==> config.mk <==
export PLATFORM = sky130hd
export DESIGN_NAME = wb_stage_ps
export DESIGN_NICKNAME = d
export VERILOG_FILES = /design/src/rtl/wb_stage_ps.sv
export SDC_FILE = /design/constraint.sdc
export NUM_CORES = 1
export LEC_CHECK = 0
export ABC_AREA = 1
export BUFFER_PORTS_ARGS = -buffer_cell sky130_fd_sc_hd__clkbuf_2
export CAP_MARGIN = 20
export CORE_MARGIN = 3
export CORE_UTILIZATION = 50
export CTS_BUF_LIST = sky130_fd_sc_hd__clkbuf_8
export CTS_CLUSTER_DIAMETER = 100
export CTS_CLUSTER_SIZE = 16
export DETAILED_ROUTE_END_ITERATION = 10
export PLACE_DENSITY_LB_ADDON = 0.12
export SLEW_MARGIN = 20
export SYNTH_ARGS = -nofsm -noshare
export SYNTH_HDL_FRONTEND = slang
export SYNTH_SLANG_ARGS = --single-unit
==> constraint.sdc <==
create_clock -name clk -period 1.5 [get_ports clk]
set_input_delay 0.225 -clock clk [delete_from_list [all_inputs] [get_ports clk]]
set_output_delay 0.225 -clock clk [all_outputs]
set_load 0.1 [all_outputs]
==> src/rtl/wb_stage_ps.sv <==
// Writeback stage: M/W pipeline register, load-response wait, sub-word load
// alignment/extension, register-file write port and retire counter.
module wb_stage_ps #(
  parameter  int DATA_W = 32,
  parameter  int RA_W   = 5,
  parameter  int CNT_W  = 32,
  localparam int OFF_W  = $clog2(DATA_W/8)
) (
  input  logic              clk,
  input  logic              reset,
  input  logic              m_valid,
  input  logic [1:0]        m_wb_sel,
  input  logic [1:0]        m_ld_size,
  input  logic              m_ld_signed,
  input  logic [OFF_W-1:0]  m_byte_off,
  input  logic [RA_W-1:0]   m_wra,
  input  logic [DATA_W-1:0] m_alu,
  input  logic [31:0]       m_pc,
  input  logic              m_is_eret,
  input  logic              dm_rsp_valid,
  input  logic [DATA_W-1:0] dm_rsp_data,
  input  logic              int_req,
  output logic              w_ready,
  output logic              wd_we,
  output logic [RA_W-1:0]   wd_wra,
  output logic [DATA_W-1:0] wd_wrd,
  output logic [31:0]       wd_pc,
  output logic              w_is_eret,
  output logic              rsp_err,
  output logic [CNT_W-1:0]  retire_cnt
);

  typedef enum logic [1:0] {S_EMPTY, S_WAIT, S_WRITE} st_t;

  st_t               st_q, st_d;
  logic [1:0]        sel_q, size_q;
  logic              sgn_q, eret_q, rsp_err_q;
  logic [OFF_W-1:0]  off_q;
  logic [RA_W-1:0]   wra_q;
  logic [DATA_W-1:0] alu_q, mem_q;
  logic [31:0]       pc_q;
  logic [CNT_W-1:0]  cnt_q;

  logic kill, cap, rsp_take;

  // A kill only exists when something is resident; int_req in EMPTY just blocks capture.
  assign kill     = int_req && (st_q != S_EMPTY);
  assign w_ready  = (st_q == S_EMPTY) || (st_q == S_WRITE);
  assign cap      = m_valid && w_ready && !int_req;
  assign rsp_take = (st_q == S_WAIT) && dm_rsp_valid && !int_req;

  always_comb begin
    st_d = S_EMPTY;
    if (kill)
      st_d = S_EMPTY;
    else if (cap)
      st_d = (m_wb_sel == 2'b01) ? S_WAIT : S_WRITE;
    else if (st_q == S_WAIT)
      st_d = dm_rsp_valid ? S_WRITE : S_WAIT;
  end

  always_ff @(posedge clk or negedge reset) begin
    if (!reset) begin
      st_q      <= S_EMPTY;
      sel_q     <= '0;
      size_q    <= '0;
      sgn_q     <= 1'b0;
      off_q     <= '0;
      wra_q     <= '0;
      alu_q     <= '0;
      pc_q      <= '0;
      eret_q    <= 1'b0;
      mem_q     <= '0;
      rsp_err_q <= 1'b0;
      cnt_q     <= '0;
    end else begin
      st_q <= st_d;
      if (cap) begin
        sel_q  <= m_wb_sel;
        size_q <= m_ld_size;
        sgn_q  <= m_ld_signed;
        off_q  <= m_byte_off;
        wra_q  <= m_wra;
        alu_q  <= m_alu;
        pc_q   <= m_pc;
        eret_q <= m_is_eret;
      end
      if (rsp_take)
        mem_q <= dm_rsp_data;
      if (dm_rsp_valid && (st_q != S_WAIT) && !kill)
        rsp_err_q <= 1'b1;
      if ((st_q == S_WRITE) && !int_req)
        cnt_q <= cnt_q + 1'b1;
    end
  end

  // Load field extraction: shift the selected lane down to bit 0, then extend.
  logic [OFF_W-1:0]  sh;
  logic [DATA_W-1:0] shifted, ld_val, pc8_ext;
  logic [31:0]       pc8;

  always_comb begin
    case (size_q)
      2'b00:   sh = off_q;
      2'b01:   sh = off_q & ~OFF_W'(1);
      default: sh = off_q & ~OFF_W'(3);
    endcase
  end

  assign shifted = mem_q >> {sh, 3'b000};

  always_comb begin
    case (size_q)
      2'b00:   ld_val = sgn_q ? DATA_W'(signed'(shifted[7:0]))  : DATA_W'(shifted[7:0]);
      2'b01:   ld_val = sgn_q ? DATA_W'(signed'(shifted[15:0])) : DATA_W'(shifted[15:0]);
      2'b10:   ld_val = sgn_q ? DATA_W'(signed'(shifted[31:0])) : DATA_W'(shifted[31:0]);
      default: ld_val = mem_q;
    endcase
  end

  // Link address wraps at 32 bits before widening.
  assign pc8     = pc_q + 32'd8;
  assign pc8_ext = DATA_W'(pc8);

  always_comb begin
    case (sel_q)
      2'b01:   wd_wrd = ld_val;
      2'b10:   wd_wrd = pc8_ext;
      default: wd_wrd = alu_q;
    endcase
  end

  assign wd_we      = (st_q == S_WRITE) && (wra_q != '0) && !int_req;
  assign wd_wra     = wra_q;
  assign wd_pc      = pc_q;
  assign w_is_eret  = (st_q == S_WRITE) && eret_q;
  assign rsp_err    = rsp_err_q;
  assign retire_cnt = cnt_q;

endmodule
==> metrics.md, run 1 <==
| Metric | Value |
|---|---|
| Run status | stopped before the end |
| Failed at | global routing |
| Tool error | [ERROR DPL-0038] Utilization greater than 100%, impossible to legalize |
| Clock Tree Buf Depth | 2 |
| Main combinational cell family by area after synthesis | simple AND/OR/NAND/NOR gates |
| Hpwl dp | between 20 and 25 mm |
| Syn. warnings | 0 |
| Root buffer cell | clkbuf_8 |
| Ports | roughly 220 |
| Gpl congestion | slightly below 1 |
| Synth Area in Adders | less than 1% |
| Number of clock sinks | roughly 140 |
| I/O Buffers | around 220 |
| Chip height | between 100 and 150 µm |
| Compound-cell area share of the yosys netlist | just under 10% |
| Place WS | -0.5874 ns |
| Cell area after synthesis | approximately 8400 µm² |
| CTS H-tree depth | 4 |
| Seq cells post-synth | ~140 |
| Num CTS Buffers | 17 |
| Syn nets | around 1,300 |
| Syn Inst Count | between 1,000 and 1,500 |
| Largest net degree at the start of global routing | around 70 |
| Simple-gate area share of the yosys netlist | between 30% and 40% |
| Die Wd | ~140 µm |
| Mux contribution to synthesized area | 0% |
| GRT worst endpoint | wd_wrd[21] |
| Cells after DPL | ~1,800 |
| Worst EP kind | primary output |
| Sequential element share of the synthesized area | between 40% and 50% |
| Starting density of the core | between 50% and 60% |
| Syn Area/Cell | around 6.8 µm² |
| Netlist cell types | 35 |
| Cell row count | 46 |
| XOR/XNOR Fraction of Synth Area | under 10% |
stage by stage:
stage,TNS (ns),cell area [µm²],hold slack (ns),util [%]
after floorplan,-19.29,9335,-0.07059,-
after global placement,-15.19,12600,0.1317,77.91
after detailed placement,-18.73,12600,0.1349,77.91
after CTS,-41.50,15170,0.003362,93.77
Yosys cell counts (all sizes together):
master | instances | area, µm²
xnor2 | 9 | 78.83
o21ai | 68 | 340.3
nor3 | 15 | 96.35
buf | 12 | 97.59
o221ai | 2 | 17.52
a21oi | 49 | 252.8
dfrtp | 144 | 3603
xor2 | 19 | 166.4
nor4 | 1 | 6.260
nand4 | 10 | 62.56
o211ai | 14 | 105.1
inv | 113 | 424.2
nand3 | 62 | 325.3
o21bai | 7 | 52.55
nor2 | 111 | 434.2
a31oi | 5 | 31.28
ha | 4 | 50.05
clkinv | 1 | 3.750
clkbuf | 36 | 135.1
a21o | 1 | 7.510
o41ai | 1 | 8.760
or2 | 2 | 12.51
nor3b | 1 | 7.510
nand2 | 544 | 2069
logic make-up after synthesis:
kind of cell	count (synthesis)
AO/OA/AOI/OAI	147
XOR/XNOR	28
adder cells (fa/ha/maj)	4
buffers and inverters	162
flip-flops	144
AND/OR/NAND/NOR	746
timing repair:
action,4_1_cts
endpoints found under the setup margin,93
hold endpoints to repair,250
pin swaps,28
setup buffers,25
resized for setup,240
hold buffers,107
gates cloned,6
==> inputs of run 2 (changes only) <==
--- a/config.mk
+++ b/config.mk
@@ -9,12 +9,9 @@
 export BUFFER_PORTS_ARGS = -buffer_cell sky130_fd_sc_hd__clkbuf_2
 export CAP_MARGIN = 20
 export CORE_MARGIN = 3
-export CORE_UTILIZATION = 50
-export CTS_BUF_LIST = sky130_fd_sc_hd__clkbuf_8
-export CTS_CLUSTER_DIAMETER = 100
-export CTS_CLUSTER_SIZE = 16
+export CORE_UTILIZATION = 35
 export DETAILED_ROUTE_END_ITERATION = 10
-export PLACE_DENSITY_LB_ADDON = 0.12
+export PLACE_DENSITY_LB_ADDON = 0.15
 export SLEW_MARGIN = 20
 export SYNTH_ARGS = -nofsm -noshare
 export SYNTH_HDL_FRONTEND = slang
==> constraint.sdc (replaced) <==
create_clock -name clk -period 2 [get_ports clk]
set_input_delay 0.3 -clock clk [delete_from_list [all_inputs] [get_ports clk]]
set_output_delay 0.3 -clock clk [all_outputs]
set_load 0.1 [all_outputs]
==> run 2 against run 1 <==
  * The flow now finishes, with violations (setup timing)
  * Synthesized cell count unchanged
  * Area after synthesis unchanged
==> metrics.md, run 2 <==
| Metric | Value |
|---|---|
| Root buffer cell | clkbuf_16 (was clkbuf_8) |
| Syn. warnings | 0 (unchanged) |
| Max incr delay on CP | roughly 0.44 ns |
| Total GRT Usage | between 20 and 30% |
| Routed vias | roughly 9,200 |
| P_leak | roughly 6.5 nW |
| Worst path depth | 11 |
| First-pass GRT wire length | roughly 51 mm |
| Ports | 219 (unchanged) |
| Worst setup margin | -0.6092 ns |
| RSZ-0062 raised after global routing | true |
| Drt first pass iters | 5 |
| Net Sw Frac | 49.52% |
| CP max-delay cell | dfrtp_2 |
| Largest delay share family, worst path | simple AND/OR/NAND/NOR gates |
| Run status | finished with violations (was stopped before the end) |
| Gate power share | 53.8% |
| Most frequent cell after synthesis | nand2_1 (unchanged) |
| CP Capture Type | output port |
| Worst Hold Class | in -> reg |
| Max Cap Viol | 0 |
| Antenna-violating nets left | 0 |
| Gr ovfl total | 0 |
| WS Path Type | reg -> out |
| Most frequent cells in the layout | nand2_1 (461), clkbuf_2 (184), buf_4 (121) |
| Final setup vio count | 32 |
| Final WL | ~33 mm |
| Hpwl dp | 24.77 mm (was 24.36 mm) |
| Die area | ~26,000 µm² |
| Syn Inst Count | 1,231 (unchanged) |
| Netlist cell types | 35 (unchanged) |
| Routed WL per cell | 17.29 µm |
| Fmax | ~380 MHz |
| Die Wd | 160.8 µm (was 135.5 µm) |
| Number of clock sinks | 144 (unchanged) |
| Area growth, synth to finish | 54.38% |
| Post-synth top cells | nand2_1 (537), dfrtp_1 (144), inv_1 (109) (unchanged) |
| Num CTS Buffers | 17 (unchanged) |
| Largest net degree at the start of global routing | between 70 and 80 |
| Worst Setup Start Kind | flip-flop |
| Primary FF master, synth | dfrtp_1 (unchanged) |
| Reg power frac | 25.4% |
| Worst slew margin | roughly 51% |
| Critical path arrival | between 2 and 2.5 ns |
| Syn nets | 1,349 (unchanged) |
| CTS H-tree depth | 4 (unchanged) |
| Fraction of registers with async set/reset | 100.0% (unchanged) |
| Starting density of the core | 35.63% (was 51.87%) |
| Seq cells post-synth | 144 (unchanged) |
| Core footprint | around 24,000 µm² |
| Max FO, Critical Path | 8 |
| Clock Tree Buf Depth | 2 (unchanged) |
| Chip height | 160.8 µm (was 135.5 µm) |
| Pint | approximately 7.9 mW |
| Gpl congestion | 0.9369 (was 0.9742) |
| Worst-Skew Late Latency | approximately 0.43 ns |
| Syn Area/Cell | 6.815 µm² (unchanged) |
| Initial antenna violation count | 0 |
| Final Critical Period | 2.609 ns |
| # fillers | between 2,000 and 2,500 |
| Number of antenna repair diodes | 0 |
| Layout cells sized above 1 | 38.73% |
| DRC | 0 |
| Leading cell type in the layout, fill and taps excluded | nand2_1 |
| Place WS | -0.1598 ns (was -0.5874 ns) |
| Worst hold path stage count | 3 |
| Final hold vios | 0 |
| CTS tree | built |
| CP Data Required Time | 1.70 ns |
| Nets | ~1,700 |
| Peak supply drop | 0.9708 mV |
| Final Max Slew Viols | 0 |
| Sw Pwr | a little under 8 mW |
| P per Cell Area | between 1000 and 1500 nW/µm² |
| Clock share of power | roughly a fifth |
| Worst slew pin tran | between 0.7 and 0.8 ns |
| Worst path bufs/invs | 2 |
| Leading area contributor after synthesis | dfrtp_1 (unchanged) |
| Vias/cell | slightly below 5 |
| Worst-path clk slew | approximately 0.07 ns |
| Layout Cells excl Fill | ~1,900 |
| Worst reg2reg path depth | 10 |
| Clock Skew | ~0.011 ns |
| I/O Buffers | 218 (unchanged) |
| Tcrit/Tclk final | 130.5% |
| Vias in the first global route | 9,018 |
| Yosys top cell area share | 42.95% (unchanged) |
| CP Cell Sequence | nor2_4 -> nand2_8 -> nand2_2 -> nand3_2 -> nand3_4 -> nand2_8 -> buf_4 -> nand2_1 -> nand2_2 -> a21oi_4 -> buf_12 |
| Cell row count | 56 (was 46) |
| Cell area after synthesis | 8389 µm² (unchanged) |
| Synth top area cells | dfrtp_1 (43%), nand2_1 (24%), inv_1 (4.9%), nor2_1 (4.8%), o21ai_0 (3.9%) (unchanged) |
| Post-synth EDFFs | 0 (unchanged) |
| Cells after DPL | 1,852 (was 1,791) |
| Sequential element share of the synthesized area | 42.95% (unchanged) |
| Iter 0 DRT Violations | approximately 620 |
| Failing checks | setup timing |
run 2: cell counts after synthesis:
No cell type changed its count.
run 2: final cells by class:
class / count / area, µm² / area share, %
Inverter: 114 / 435.4 / 3.362
Clock buffer: 18 / 429.2 / 3.314
Tap cell: 319 / 399.1 / 3.082
Multi-Input combinational cell: 926 / 4985 / 38.49
Timing Repair Buffer: 359 / 2830 / 21.85
Clock inverter: 14 / 145.1 / 1.121
Sequential cell: 144 / 3727 / 28.78
run 2: per-stage QoR:
| stage | cell area [µm²] | util [%] | total power [mW] | hold slack (ns) | setup TNS, ns |
|---|---|---|---|---|---|
| finish | 12950 | 55.01 | 15.59 | 0.06090 | -16.83 |
| global route | 12950 | 55.01 | 16.26 | 0.05431 | -19.75 |
| CTS | 12690 | 53.89 | 15.43 | 0.04424 | -15.94 |
| detailed placement | 11850 | 50.33 | 11.92 | 0.1535 | -2.552 |
| global placement | 11850 | 50.33 | 11.92 | 0.1498 | -2.402 |
| floorplan | 8974 | - | 9.038 | 0.004409 | -4.266 |
run 2: final timing paths:
| check | start | end | slack (ns) |
|---|---|---|---|
| min in group asynchronous | reset | mem_q[22] | 0.28 |
| min | m_alu[16] | alu_q[16] | 0.06 |
| max | size_q[1] | wd_wrd[21] | -0.61 |
| max reg2reg | st_q[0] | retire_cnt[27] | 0.23 |
| min reg2reg | retire_cnt[31] | retire_cnt[31] | 0.47 |
| max in group asynchronous | reset | wd_wra[1] | 1.00 |
run 2: tightest hold or removal path, delay by kind of cell:
kind	cells	cell delay, ns
AND/OR/NAND/NOR	2	0.08
buffers and inverters	1	0.07
run 2: routing by layer:
layer / part of all wire, % / up-vias / GRT usage, %
met4: 1.7 / 0 / 6.257
met1: 44 / 4336 / 34.36
met5: 0 / - / 0
met3: 7.3 / 34 / 5.700
li1: - / 4520 / -
met2: 47 / 314 / 40.52
run 2: logic make-up after synthesis:
logic type	Yosys count	share of synthesized area [%]
AND/OR/NAND/NOR	746	35.93
buffers and inverters	162	7.875
AO/OA/AOI/OAI	147	9.724
flip-flops	144	42.95
XOR/XNOR	28	2.923
adder cells (fa/ha/maj)	4	0.5966
run 2: power by group through the flow:
stage	sequential, mW	combinational, mW	clock [mW]
after CTS	3.94	8.18	3.31
final	3.96	8.39	3.24
after floorplan	5.19	3.85	0
after detailed placement	3.98	7.94	0
after global routing	4.02	8.80	3.44
after global placement	3.98	7.94	0
run 2: timing repair:
item	CTS	global route
buffers inserted	5	3
setup endpoints to repair	33	33
gates resized for setup	67	70
gates cloned	1	1
pin swaps	18	13
hold buffers	1	0
hold endpoints to repair	19	0
Power figures use the tool's default switching activity.
